## config.mk

```make
export PLATFORM = sky130hd
export DESIGN_NAME = stream_fifo
export DESIGN_NICKNAME = d
export VERILOG_FILES = /design/src/rtl/snn_buf_pkg.sv /design/src/rtl/fifo_wrap_ptr.sv /design/src/rtl/stream_fifo.sv
export SDC_FILE = /design/constraint.sdc
export NUM_CORES = 1
export LEC_CHECK = 0
export BUFFER_PORTS_ARGS = -buffer_cell sky130_fd_sc_hd__buf_2
export CORE_MARGIN = 1
export CORE_UTILIZATION = 40
export CTS_CLUSTER_DIAMETER = 80
export DETAILED_ROUTE_END_ITERATION = 8
export GPL_TIMING_DRIVEN = 1
export PLACE_DENSITY_LB_ADDON = 0.1
export SLEW_MARGIN = 10
export SYNTH_ARGS = -nofsm -noshare
export SYNTH_HDL_FRONTEND = slang
export SYNTH_HIERARCHICAL = 1
export SYNTH_SLANG_ARGS = --single-unit
```

## constraint.sdc

```tcl
create_clock -name clk -period 5 [get_ports clk]
set_clock_uncertainty 0.2 [all_clocks]
set_input_delay 0.5 -clock clk [delete_from_list [all_inputs] [get_ports clk]]
set_output_delay 0.5 -clock clk [all_outputs]
set_load 0.01 [all_outputs]
```

## src/rtl/snn_buf_pkg.sv

```systemverilog
// Shared sizing helpers and mode encodings for the SNN spike-event buffers.
package snn_buf_pkg;

  localparam int FWFT_OFF = 0;  // registered read, one cycle latency
  localparam int FWFT_ON  = 1;  // head entry visible on dout without a pop

  function automatic int level_width(input int depth);
    return $clog2(depth + 1);
  endfunction

  function automatic int ptr_width(input int depth);
    return (depth <= 1) ? 1 : $clog2(depth);
  endfunction

endpackage

```

## src/rtl/fifo_wrap_ptr.sv

```systemverilog
// Modulo-DEPTH pointer: advances on inc, wraps DEPTH-1 -> 0, clr returns to 0.
// One register stage; with DEPTH=1 the wrap value is 0 so the pointer stays 0.
module fifo_wrap_ptr
  import snn_buf_pkg::*;
#(
  parameter int DEPTH = 8,
  parameter int PW    = ptr_width(DEPTH)
) (
  input  logic          clk,
  input  logic          reset_n,
  input  logic          inc,
  input  logic          clr,
  output logic [PW-1:0] ptr
);

  localparam logic [PW-1:0] LAST = PW'(DEPTH - 1);

  always_ff @(posedge clk or negedge reset_n) begin
    if (!reset_n) begin
      ptr <= '0;
    end else if (clr) begin
      ptr <= '0;
    end else if (inc) begin
      ptr <= (ptr == LAST) ? '0 : ptr + PW'(1);
    end
  end

endmodule

```

## src/rtl/stream_fifo.sv

```systemverilog
// Arbitrary-depth ready/valid FIFO with registered status, sticky error flags and flush.
// Read latency 1 cycle (FWFT=0) or 0 (FWFT=1); din_ready drops when full unless a pop frees a slot.
module stream_fifo
  import snn_buf_pkg::*;
#(
  parameter int DATA_WIDTH    = 32,
  parameter int DEPTH         = 8,
  parameter int FWFT          = FWFT_OFF,
  parameter int AFULL_THRESH  = DEPTH - 1,
  parameter int AEMPTY_THRESH = 1
) (
  input  logic                          clk,
  input  logic                          reset_n,
  input  logic                          clear,
  input  logic [DATA_WIDTH-1:0]         din,
  input  logic                          din_valid,
  output logic                          din_ready,
  input  logic                          read_en,
  output logic [DATA_WIDTH-1:0]         dout,
  output logic                          dout_valid,
  output logic                          empty,
  output logic                          full,
  output logic                          almost_full,
  output logic                          almost_empty,
  output logic [level_width(DEPTH)-1:0] level,
  output logic                          overflow,
  output logic                          underflow,
  input  logic                          clr_err
);

  localparam int LW = level_width(DEPTH);
  localparam int PW = ptr_width(DEPTH);

  logic [DATA_WIDTH-1:0] mem [DEPTH];
  logic [PW-1:0]         rd_ptr;
  logic [PW-1:0]         wr_ptr;
  logic [LW-1:0]         level_nxt;
  logic                  rd_acc;
  logic                  wr_acc;

  // clear suppresses both transfers so nothing is counted or flagged that cycle
  assign rd_acc    = read_en && !empty && !clear;
  assign wr_acc    = din_valid && (!full || rd_acc) && !clear;
  assign din_ready = !full || read_en;

  fifo_wrap_ptr #(.DEPTH(DEPTH), .PW(PW)) u_rd_ptr (
    .clk     (clk),
    .reset_n (reset_n),
    .inc     (rd_acc),
    .clr     (clear),
    .ptr     (rd_ptr)
  );

  fifo_wrap_ptr #(.DEPTH(DEPTH), .PW(PW)) u_wr_ptr (
    .clk     (clk),
    .reset_n (reset_n),
    .inc     (wr_acc),
    .clr     (clear),
    .ptr     (wr_ptr)
  );

  always_ff @(posedge clk) begin
    if (wr_acc) begin
      mem[wr_ptr] <= din;
    end
  end

  always_comb begin
    level_nxt = level;
    if (clear) begin
      level_nxt = '0;
    end else if (wr_acc && !rd_acc) begin
      level_nxt = level + LW'(1);
    end else if (rd_acc && !wr_acc) begin
      level_nxt = level - LW'(1);
    end
  end

  // Status flags are derived from the next level so they line up with level itself
  always_ff @(posedge clk or negedge reset_n) begin
    if (!reset_n) begin
      level        <= '0;
      empty        <= 1'b1;
      full         <= 1'b0;
      almost_full  <= (AFULL_THRESH == 0);
      almost_empty <= 1'b1;
    end else begin
      level        <= level_nxt;
      empty        <= (level_nxt == '0);
      full         <= (level_nxt == LW'(DEPTH));
      almost_full  <= (int'(level_nxt) >= AFULL_THRESH);
      almost_empty <= (int'(level_nxt) <= AEMPTY_THRESH);
    end
  end

  always_ff @(posedge clk or negedge reset_n) begin
    if (!reset_n) begin
      overflow  <= 1'b0;
      underflow <= 1'b0;
    end else begin
      overflow  <= (din_valid && !wr_acc && !clear) || (overflow && !clr_err);
      underflow <= (read_en && empty && !clear) || (underflow && !clr_err);
    end
  end

  generate
    if (FWFT == FWFT_ON) begin : g_fwft
      assign dout       = empty ? '0 : mem[rd_ptr];
      assign dout_valid = !empty;
    end else begin : g_reg_read
      always_ff @(posedge clk or negedge reset_n) begin
        if (!reset_n) begin
          dout       <= '0;
          dout_valid <= 1'b0;
        end else begin
          dout_valid <= rd_acc;
          if (rd_acc) begin
            dout <= mem[rd_ptr];
          end
        end
      end
    end
  endgenerate

endmodule

```

After elaboration in Yosys (flattened, before gate mapping)
Memories as Yosys holds them, arrays and structs flattened. A register that Yosys moved wholly into a read port is not among the register bits. Cells that the tools add are included.

Add/subtract/negate cells: 4. Magnitude comparators: 2. Equal/unequal tests: 3. Mux-type cells: 11. Reduce and logical (&&, ||, !) cells: 26.

Operators by type and width (count): $mux 3 (6); $logic_and 1x1->1 (12); $mux 4 (3); $logic_not 1->1 (7); $add 3x1->3 const B (2); $eq 3x3->1 const B (2); $add 4x1->4 const B (1); $eq 4x4->1 const B (1); $ge 4x3->1 const B (1); $le 4x1->1 const B (1); $logic_not 4->1 (1); $logic_or 1x1->1 (4); $reduce_bool 2->1 (2); $sub 4x1->4 const B (1); $mux 1 (2).

Bits in registers: 17. RAM bits: 256. Word-level logic and storage cells: 57. Memories: 1.

Memory list: mem (depth 8, bits a word 32, rd ports 1, clocked after memory_dff 1, wr ports 1, RTL line stream_fifo.sv:34) `logic [DATA_WIDTH-1:0] mem [DEPTH];`.

Logic depth before layout (Yosys ltp)
Gate-level depths: netlist of run 1.

Word-level depth: 12. Depth in mapped cells: 7. Gate-level depth less buffers: 7.

Cells and area by module
Netlist of run 1, hierarchy kept.

By module, submodules not included: stream_fifo (times used 1, cells each 548, area each 11334.6 um^2, seq. area each 8765.9 um^2); fifo_wrap_ptr (times used 2, cells each 12, area each 151.4 um^2, seq. area each 75.1 um^2).

Worst setup path before layout of run 1
OpenSTA, ideal clock, no wires.

Path type: input-to-reg. Start: input port clear. End: memory mem[1][0], enable pin. Library setup time: 0.461 ns. Data arrival time: 3.362 ns. Required time: 4.339 ns. Setup slack: 0.977 ns. Cell stages on the path: 4. Path buffers: 0. Path through: nand2b_1 a21oi_1 nand2_1 nor3_1.

Cells in the longest elaborated chain, start to end: 7.

RTL lines: start, declared (RTL line stream_fifo.sv:14) `input logic clear,`; $logic_not 1->1 * (RTL line stream_fifo.sv:42, stream_fifo.sv:43); $logic_and 1x1->1 (RTL line stream_fifo.sv:42) `assign rd_acc = read_en && !empty && !clear;`; $logic_or 1x1->1 (RTL line stream_fifo.sv:43) `assign wr_acc = din_valid && (!full || rd_acc) && !clear;`; $logic_and 1x1->1 (RTL line stream_fifo.sv:43); $logic_and 1x1->1 * (RTL line stream_fifo.sv:43); net wr_acc (RTL line stream_fifo.sv:39) `logic wr_acc;`; $mux 1 * (RTL line stream_fifo.sv:63) `if (wr_acc) begin`; $mux 1 (implied by the code) * (RTL line stream_fifo.sv:64) `mem[wr_ptr] <= din;`; end, declared (RTL line stream_fifo.sv:34).

Mark *: on every way through the listed nets, which the timed path passes. The rest lies on a longest branch.

Worst setup path in the final report of run 1
Start: register empty. End: memory mem[7][5], enable pin.

Cells in the longest elaborated chain, start to end: 8.

RTL lines: start, declared (RTL line stream_fifo.sv:21) `output logic empty,`; start signal, assigned (RTL line stream_fifo.sv:89) `empty <= (level_nxt == '0);`; $logic_not 1->1 (RTL line stream_fifo.sv:42); $logic_and 1x1->1 (2 in series) (RTL line stream_fifo.sv:42); $logic_or 1x1->1 (RTL line stream_fifo.sv:43); $logic_and 1x1->1 (2 in series) (RTL line stream_fifo.sv:43); net wr_acc (RTL line stream_fifo.sv:39); $mux 1 (RTL line stream_fifo.sv:63); $mux 1 (implied by the code) (RTL line stream_fifo.sv:64).

The timed path passes the listed nets, and every way through them passes these cells.

==> results of run 1 <==
## report_power, final
part           switching (mW)  total [mW]  internal [mW]
registers              0.0872        2.99           2.91
logic                   0.283       0.518          0.235
clock network           0.895        2.17           1.28
total                    1.27        5.69           4.42
## cell families (layout without fill, tap and decap cells)
logic type,Yosys count,after routing,synth area share
xor gates and xnor gates,1,1,0.000753
buffers and inverters,32,155,0.0112
DFF,305,305,0.766
AOI/OAI and AO/OA,46,46,0.0232
and+or+nand+nor,80,80,0.0348
adders and majority gates,6,6,0.00645
muxes,102,102,0.157
## flip-flops by register name, summed over array words and instances (netlist names)
name,cells
empty,1
underflow,1
level,4
almost_full,1
full,1
almost_empty,1
u_wr_ptr/ptr,3
mem,256
overflow,1
dout,32
u_rd_ptr/ptr,3
dout_valid,1
## layout make-up
cell class                 count  area (um^2)  area share
clock buffer                  49          903      0.0667
clock inverter                 8         62.6     0.00462
inverter                       5         18.8     0.00139
multi-input combinational    235         2650       0.196
sequential                   305         8920       0.659
tap                          384          480      0.0355
timing repair buffer          93          500      0.0370
## worst max-delay path: stages, from the launching register on
cell and delay, ns:
dfstp_2 0.39, nand2b_1 0.18, a21oi_1 0.48, nand2_1 0.35, nor2_4 0.96
## layer usage
layer | routed length [um] | GRT usage | share of wire | vias up
li1 | - | - | - | 2492
met1 | 9570 | 0.205 | 0.43 | 2853
met2 | 11200 | 0.262 | 0.51 | 111
met3 | 949 | 0.0251 | 0.043 | 26
met4 | 317 | 0.0365 | 0.014 | 0
met5 | 0 | 0 | 0 | -
## synthesized netlist by cell type, types with 4 or more instances
master | instances | area, um^2
mux4_2 | 64 | 1440
nor2_1 | 47 | 176
buf_2 | 8 | 40.0
nor2b_1 | 4 | 25.0
dfrtp_1 | 47 | 1180
clkbuf_1 | 16 | 60.1
inv_1 | 5 | 18.8
nor3_1 | 6 | 30.0
nand2b_1 | 9 | 56.3
mux2i_1 | 36 | 360
ha_1 | 6 | 75.1
edfxtp_1 | 256 | 7690
a21oi_1 | 33 | 165
## path summary, 6_finish.rpt
check	startpoint	to	slack (ns)
max	empty	mem[7][5]	2.03
min	din[3]	mem[2][3]	0.03
min reg2reg	dout[31]	dout[31]	0.32
max in group asynchronous	reset_n	almost_empty	3.42
min in group asynchronous	reset_n	u_wr_ptr/ptr[0]	0.33
max reg2reg	empty	mem[7][5]	2.03
==> out/results.tsv, run 1 <==
stage	metric	value	unit
floorplan	start_util	0.407	
route	antenna_left	0	
floorplan	io_pins	82	
clocking	cts_setup_buffers	0	
timing	min_period	2.97	ns
grt	overflow	0	
critical_path	arrival	2.93	ns
synth	ys_seq_area_frac	0.766	
critical_path	required	4.95	ns
hold_path	min_path_cells	1	
layout	stdcell_count	1079	
critical_path	crit_path_max_fanout	32	
critical_path	end_kind	flop	
status	outcome	completed	
layout	area_growth	16.3	%
clocking	numCtsBuffers	31	
synth	syn-cell-area	11600	um^2
power_and_ir_drop	p_total	5.69	mW
layout	n_fill_cell	2403	
layout	antenna_cells	0	
placed_design	gp_congestion	0.763	
grt	antenna_found_initial	0	
clocking	post_cts_resized	0	
route	drt_iter0_drc	348	
layout	layout.cells.most_common_list	edfxtp_1, buf_2, mux4_2	
layout	final_area	13500	um^2
floorplan	die_w	173	um
grt	grt_first_pass_wirelength	34900	um
hold_path	hp-class	in -> reg	
placed_design	dpl_cell_area	12600	um^2
floorplan	fp.coreArea	28600	um^2
clocking	cts_buffer_depth	3	
synth	avgSynthCellArea	20.3	um^2
layout	nNetsFinal	715	
synth	syn_inst	572	
timing	slew_violations	0	
route	num_vias	5482	
grt	grt_pass1_vias	5971	
clocking	hold_buffers	2	
synth	synth_edf_count	256	
layout	final_layout_size_suffix_gt1_frac	0.318	
critical_path	r2r_cells	4	
timing	fin_crit_sh	0.595	
grt	grt_use_total	0.153	
clocking	cts_tree	built	
clocking	insertion_delay	0.54	ns
power_and_ir_drop	p_leak	4.44	nW
power_and_ir_drop	powerDensity	420	nW/um^2
timing	max_slew_margin	0.238	
route	first_pass_iters	6	
timing	setup_viol	0	
synth	synth_seq_cells	305	
timing	fmax	336	MHz
floorplan	die_area	29800	um^2
placed_design	dpl.hpwl	13000	um
layout	layout_commonest_cell	edfxtp_1	
critical_path	path_class	reg -> reg	
power_and_ir_drop	ir_drop	281	uV
floorplan	die_y	173	um
floorplan	fp-row-count	62	
route	wl_per_cell	20.4	um
placed_design	portBuffers	81	
route	drc	0	
timing	rsz0062_at_grt	no	
synth	ys_warn_count	6	
flow_run	cap_violations	0	
timing	setup_tns	0	ns
route	wl	22000	um
critical_path	start_kind	flop	
placed_design	numPlacedInstances	1020	
placed_design	place_ws	1.59	ns
synth	synth_ff_type	edfxtp_1	
timing	whs	0.0306	ns
route	vias_per_cell	5.08	
clocking	cts_root_buffer	clkbuf_16	
synth	async_flop_share	0.161	
clocking	cts_sinks	305	
synth	syn-num-nets	616	
timing	hold_viol	0	
grt	grt_max_degree	45	
timing	worst_slack	2.03	ns
synth	ys_types	35	
clocking	path_clk_slew	0.06	ns
layout	fin_util	0.473	
timing	tightest_slew	1.14	ns
clocking	htreeDepth	1	
Note: power is estimated with default switching activity, not from simulation.
==> run 2: changes to the inputs <==
Settings changed: ABC_AREA from default to 1.
Clock period 5 ns to 2.7 ns, I/O delays scaled along.
==> run 2 against run 1 <==
Critical path depth is 4 higher; sequential power is 86% higher; total power is 93% higher; non-clock buffer count is 54 higher; combinational power is 140% higher; via count is 34% higher; sequential cell count stayed put; cell area is 9.0% higher; utilization is 2.0 points higher; synthesized area is 5.7% higher; first-iteration DRC count is 48% higher; count of clock-buffer cells in the layout is 2 lower; highest routed layer unchanged.
==> out/results.tsv, run 2 <==
stage	metric	value	unit	change
floorplan	start_util	0.411		was 0.407
clocking	cts_buffer_depth	3		unchanged
power_and_ir_drop	powerDensity	744	nW/um^2	was 420 nW/um^2
route	vias_per_cell	4.91		was 5.08
critical_path	r2r_cells	6		was 4
layout	regMostFlops	mem		unchanged
timing	slew_violations	0		unchanged
timing	tightest_slew	0.631	ns	was 1.14 ns
route	wl	26000	um	was 22000 um
placed_design	gp_congestion	0.762		was 0.763
placed_design	place_ws	0.479	ns	was 1.59 ns
hold_path	hp-class	in -> reg		unchanged
synth	ys_seq_area_frac	0.725		was 0.766
clocking	cts_sinks	305		unchanged
synth	yosysMostFrequentCell	edfxtp_1		unchanged
route	antenna_left	0		unchanged
timing	setup_viol	0		unchanged
clocking	htreeDepth	2		was 1
grt	antenna_found_initial	0		unchanged
critical_path	crit-reg2reg-launch	empty		unchanged
floorplan	die_y	177	um	was 173 um
timing	hold_viol	0		unchanged
grt	grt_max_degree	65		was 45
synth	ys_top_cells_by_count	edfxtp_1, nand2_1, inv_1, o211ai_1, nand3_1		was edfxtp_1, mux4_2, dfrtp_1, nor2_1, mux2i_1
synth	synth_top_cell_area_share	0.625		was 0.661
critical_path	crit_path_max_fanout	18		was 32
floorplan	die_w	177	um	was 173 um
flow_run	cap_violations	0		unchanged
route	first_pass_iters	4		was 6
synth	avgSynthCellArea	12.9	um^2	was 20.3 um^2
synth	ys_types	32		was 35
critical_path	crit_start	clear		was empty
placed_design	dpl_cell_area	13400	um^2	was 12600 um^2
layout	antenna_cells	0		unchanged
grt	grt_use_total	0.173		was 0.153
timing	fmax	443	MHz	
clocking	cts_tree	built		unchanged
route	drt_iter0_drc	516		was 348
critical_path	arrival	2.22	ns	was 2.93 ns
critical_path	rrSetupSlack	0.59	ns	was 2.03 ns
synth	syn_inst	951		was 572
critical_path	end_kind	flop		unchanged
grt	overflow	0		unchanged
layout	final_layout_size_suffix_gt1_frac	0.167		was 0.318
route	wl_per_cell	17.4	um	was 20.4 um
layout	reg_top3	mem x256, dout x32, level x4		unchanged
synth	syn-cell-area	12300	um^2	was 11600 um^2
clocking	path_clk_slew	0.06	ns	about the same
power_and_ir_drop	p_total	11.0	mW	was 5.69 mW
timing	max_slew_margin	0.580		was 0.238
clocking	numCtsBuffers	34		was 31
status	outcome	completed		unchanged
floorplan	fp.coreArea	30000	um^2	was 28600 um^2
layout	layout.cells.most_common_list	edfxtp_1, nand2_1, inv_1		was edfxtp_1, buf_2, mux4_2
clocking	cts_setup_buffers	0		unchanged
synth	synth_edf_count	256		unchanged
critical_path	worstReg2RegEnd	mem[0][16]		was mem[7][5]
timing	worst_slack	0.442	ns	was 2.03 ns
clocking	cts_root_buffer	clkbuf_16		unchanged
power_and_ir_drop	p_sw_frac	0.241		was 0.222
floorplan	die_area	31400	um^2	was 29800 um^2
power_and_ir_drop	p_int	8.34	mW	was 4.42 mW
synth	synth_ff_type	edfxtp_1		unchanged
placed_design	numPlacedInstances	1398		was 1020
critical_path	setup.worst_path.end	mem[0][16]		was mem[7][5]
floorplan	fp-row-count	63		was 62
layout	layout_commonest_cell	edfxtp_1		unchanged
power_and_ir_drop	pwr-share-comb	0.113		was 0.091
floorplan	io_pins	82		unchanged
critical_path	start_kind	input pin		was flop
timing	fin_crit_sh	0.836		
clocking	insertion_delay	0.50	ns	was 0.54 ns
timing	min_period	2.26	ns	
layout	final_area	14800	um^2	was 13500 um^2
route	num_vias	7344		was 5482
synth	ys_warn_count	6		unchanged
critical_path	path_class	in -> reg		was reg -> reg
synth	yosys-top-cells-area	edfxtp_1, dfrtp_1, o211ai_1		was edfxtp_1, mux4_2, dfrtp_1
layout	largest_reg_flops	256		unchanged
critical_path	required	2.66	ns	was 4.95 ns
synth	synth_top_area_cell	edfxtp_1		unchanged
power_and_ir_drop	p_leak	5.51	nW	was 4.44 nW
power_and_ir_drop	p_switching	2.64	mW	was 1.27 mW
grt	grt_first_pass_wirelength	41400	um	was 34900 um
synth	async_flop_share	0.161		unchanged
layout	area_growth	20.0	%	was 16.3%
placed_design	portBuffers	81		unchanged
route	drc	0		unchanged
grt	grt_pass1_vias	7235		was 5971
placed_design	dpl.hpwl	15200	um	was 13000 um
power_and_ir_drop	seqPwrFrac	0.507		was 0.527
power_and_ir_drop	ir_drop	441	uV	was 281 uV
layout	stdcell_count	1496		was 1079
timing	rsz0062_at_grt	no		unchanged
synth	synth_seq_cells	305		unchanged
synth	syn-num-nets	995		was 616
power_and_ir_drop	clkPwrFrac	0.380		was 0.382
layout	nNetsFinal	1126		was 715
[run 2: cell count changes after synthesis, moves of 31 or more]
cell and change:
nor2_1 -31, mux4_2 -64, o211ai_1 +96, inv_1 +110, nand2_1 +161, nand3_1 +75
[run 2: worst max-delay path, stage by stage]
cell and delay (ns):
dlygate4sd3_1 0.53, buf_2 0.19, inv_6 0.12, nand2_1 0.09
a21oi_2 0.24, nand2_1 0.29, nor2_4 0.15, buf_4 0.32
[run 2: logic make-up (layout without fill, tap and decap cells)]
logic type      after synthesis  count (layout)  synth area share
simple gates                270             270            0.0961
fa+ha+maj                     6               6           0.00610
buf+inv                     171             326            0.0571
flops                       305             305             0.725
mux                          32              32            0.0260
compound gates              164             164            0.0875
xor+xnor                      3               3           0.00214
[run 2: worst min path at each step]
stage / start / to / slack [ns] / cells past startpoint
global route: din_valid / u_wr_ptr/ptr[1] / 0.11 / 5
finish: din_valid / u_wr_ptr/ptr[1] / 0.07 / 5
CTS: din_valid / u_wr_ptr/ptr[1] / 0.05 / 5
detailed placement: reset_n / dout_valid / 0.12 / 1
floorplan: reset_n / almost_full / -0.23 / 0
global placement: reset_n / dout_valid / 0.12 / 1
[run 2: area by class of cell]
cell class	instances	area (um^2)
Clock buffer	47	941
Clock inverter	13	66.3
Fill cell	2652	15200
Inverter	119	452
Multi-Input combinational cell	475	2740
Sequential cell	305	8920
Tap cell	390	488
Timing Repair Buffer	147	1150
[run 2: metal layers]
metal,part of all wire,global-route usage
met1,0.48,0.245
met2,0.46,0.278
met3,0.038,0.0272
met4,0.014,0.0445
met5,0,0
[run 2: what timing repair did]
item | CTS | global route
hold buffers | 38 | 0
endpoints found under the hold margin | 285 | 0
gates resized for setup | 0 | 0
[run 2: power groups by stage]
| stage | Clock [mW] | Sequential [mW] | Combinational, mW |
|---|---|---|---|
| 2_1_floorplan | 0 | 5.75 | 0.601 |
| 3_3_place_gp | 0 | 5.66 | 1.20 |
| 3_5_place_dp | 0 | 5.66 | 1.22 |
| 4_1_cts | 4.31 | 5.57 | 1.27 |
| 5_1_grt | 4.47 | 5.61 | 1.40 |
| 6_report | 4.18 | 5.57 | 1.24 |
[run 2: per-stage QoR]
stage | util | hold WS, ns | setup TNS, ns
after floorplan | - | -0.226 | -61.09
after global placement | 0.446 | 0.117 | 0
after detailed placement | 0.446 | 0.122 | 0
after CTS | 0.493 | 0.0529 | 0
after global routing | 0.493 | 0.105 | 0
final | 0.493 | 0.0719 | 0
==> run 3: changes to the inputs <==
Clock period 2.7 ns to 2.3 ns, I/O delays scaled along.
==> run 3 against run 2 <==
Non-clock buffer count increased by 5; cell area increased by 1.7%; register-to-register slack got worse by 0.34 ns; global-route usage increased by 0.56 points; worst setup slack got worse by 0.27 ns; count of clock-buffer cells in the layout increased by 3; routed wire length increased by 3.5%; sequential share of layout area decreased by 1.0 points; clock power increased by 27%; largest power group unchanged; hold slack got worse by 0.042 ns; utilization increased by 0.84 points.
==> out/results.tsv, run 3 (synthesis results as in run 2) <==
stage	metric	value	unit	change
status	outcome	completed		unchanged
route	wl	26900	um	was 26000 um
placed_design	portBuffers	81		unchanged
critical_path	start_kind	input pin		unchanged
clocking	cts_buffer_depth	3		unchanged
placed_design	place_ws	0.204	ns	was 0.479 ns
layout	antenna_cells	0		unchanged
floorplan	die_w	177	um	unchanged
clocking	htreeDepth	2		unchanged
critical_path	critical_path.slowest_cell	dlygate4sd3_1		unchanged
timing	rsz0062_at_grt	no		unchanged
route	first_pass_iters	5		was 4
route	wl_per_cell	17.9	um	was 17.4 um
critical_path	crit-reg2reg-launch	empty		unchanged
timing	whs	0.0298	ns	was 0.0719 ns
floorplan	io_pins	82		unchanged
layout	reg_top3	mem x256, dout x32, level x4		unchanged
grt	overflow	0		unchanged
critical_path	r2r_cells	6		unchanged
power_and_ir_drop	powerDensity	888	nW/um^2	was 744 nW/um^2
critical_path	arrival	2.11	ns	was 2.22 ns
route	num_vias	7527		was 7344
timing	tightest_slew	0.598	ns	was 0.631 ns
floorplan	fp.coreArea	30000	um^2	unchanged
clocking	path_clk_slew	0.06	ns	about the same
grt	grt_max_degree	91		was 65
critical_path	path_delay_family	buffers and inverters		unchanged
route	drc	0		unchanged
layout	final_layout_size_suffix_gt1_frac	0.171		was 0.167
placed_design	dpl.hpwl	16400	um	was 15200 um
grt	grt_pass1_vias	7214		was 7235
route	drt_iter0_drc	385		was 516
critical_path	crit_path_max_fanout	32		was 18
hold_path	hp-class	in -> reg		unchanged
clocking	cts_sinks	305		unchanged
power_and_ir_drop	ir_drop	549	uV	was 441 uV
critical_path	worstPathCellList	dlygate4sd3_1 > buf_2 > inv_6 > nand2_1 > a21oi_2 > nand2_1 > nor2_4 > buf_12		was dlygate4sd3_1 > buf_2 > inv_6 > nand2_1 > a21oi_2 > nand2_1 > nor2_4 > buf_4
clocking	cts_root_buffer	clkbuf_16		unchanged
critical_path	required	2.28	ns	was 2.66 ns
grt	antenna_found_initial	0		unchanged
critical_path	worstReg2RegEnd	mem[1][28]		was mem[0][16]
critical_path	worst-path-stages	8		unchanged
grt	grt_first_pass_wirelength	42100	um	was 41400 um
clocking	cts_setup_buffers	0		unchanged
timing	hold_viol	0		unchanged
clocking	cts_tree	built		unchanged
timing	max_slew_margin	0.601		was 0.580
hold_path	hold_start	din_valid		unchanged
floorplan	die_y	177	um	unchanged
timing	fin_crit_sh	0.927		
clocking	numCtsBuffers	34		unchanged
power_and_ir_drop	p_total	13.3	mW	was 11.0 mW
critical_path	crit_start	clear		unchanged
layout	largest_reg_flops	256		unchanged
timing	slew_violations	0		unchanged
critical_path	path_class	in -> reg		unchanged
clocking	insertion_delay	0.50	ns	about the same
critical_path	end_kind	flop		unchanged
critical_path	setup.worst_path.end	mem[1][28]		was mem[0][16]
critical_path	max_stage_delay	0.53	ns	about the same
timing	fmax	469	MHz	
power_and_ir_drop	p_leak	5.61	nW	was 5.51 nW
critical_path	rrSetupSlack	0.25	ns	was 0.59 ns
layout	layout.cells.most_common_list	edfxtp_1, nand2_1, inv_1		unchanged
timing	worst_slack	0.168	ns	was 0.442 ns
timing	min_period	2.13	ns	
floorplan	start_util	0.411		unchanged
layout	regMostFlops	mem		unchanged
timing	setup_viol	0		unchanged
critical_path	crit_top_cell	nand2_1		unchanged
layout	nNetsFinal	1131		was 1126
placed_design	gp_congestion	0.789		was 0.762
route	antenna_left	0		unchanged
flow_run	cap_violations	0		unchanged
critical_path	path_buf_inv	4		unchanged
floorplan	die_area	31400	um^2	unchanged
layout	layout_commonest_cell	edfxtp_1		unchanged
grt	grt_use_total	0.179		was 0.173
route	vias_per_cell	5.01		was 4.91
floorplan	fp-row-count	63		unchanged
layout	area_growth	22.0	%	was 20.0%
## run 3: cell count changes in the layout (fill, tap and decap cells not counted)
cell,before,now
clkbuf_8,2,3
inv_6,2,1
clkinv_2,7,4
buf_4,16,12
buf_12,12,21
clkinvlp_4,1,0
bufinv_16,0,2
clkbuf_16,35,37
clkinv_1,4,6
## run 3: area by class of cell
| cell class | count | area (um^2) |
|---|---|---|
| Clock inverter | 12 | 103 |
| Timing Repair Buffer | 152 | 1300 |
| Inverter | 119 | 452 |
| Tap cell | 390 | 488 |
| Multi-Input combinational cell | 475 | 2740 |
| Sequential cell | 305 | 8920 |
| Clock buffer | 50 | 1000 |
| Fill cell | 2619 | 14900 |
## run 3: layer usage
layer  track usage  share of wire
met2         0.263           0.44
met4        0.0427          0.014
met3        0.0270          0.045
met1         0.277           0.51
met5             0              0
## run 3: worst min-delay path by stage
| stage | to | slack (ns) | cells past startpoint |
|---|---|---|---|
| final | level[1] | 0.03 | 5 |
| after global routing | level[1] | 0.03 | 5 |
| after CTS | level[1] | 0.006 | 5 |
| after detailed placement | dout[20] | 0.08 | 1 |
| after global placement | dout[20] | 0.07 | 1 |
| after floorplan | almost_full | -0.27 | 0 |
## run 3: stage by stage
step                cells  cell area [um^2]   util  TNS [ns]
finish               1503             15000  0.501         0
global route         1503             15000  0.501         0
CTS                  1503             15000  0.501         0
detailed placement   1403             13500  0.451         0
global placement     1403             13500  0.451         0
floorplan             951             12300      -    -41.29
## run 3: timing repair
action | 4_1_cts | 5_1_grt
endpoints found under the hold margin | 290 | 0
gates resized for setup | 0 | 0
hold buffers | 38 | 0
## run 3: tightest hold or removal path, delay by kind of cell
kind	cells	cell delay (ns)
simple gates	3	0.28
buf+inv	2	0.18
## run 3: where the power goes
part	internal, mW	switching (mW)
clock network	3.25	2.05
registers	6.34	0.174
logic	0.593	0.918
total	10.2	3.14
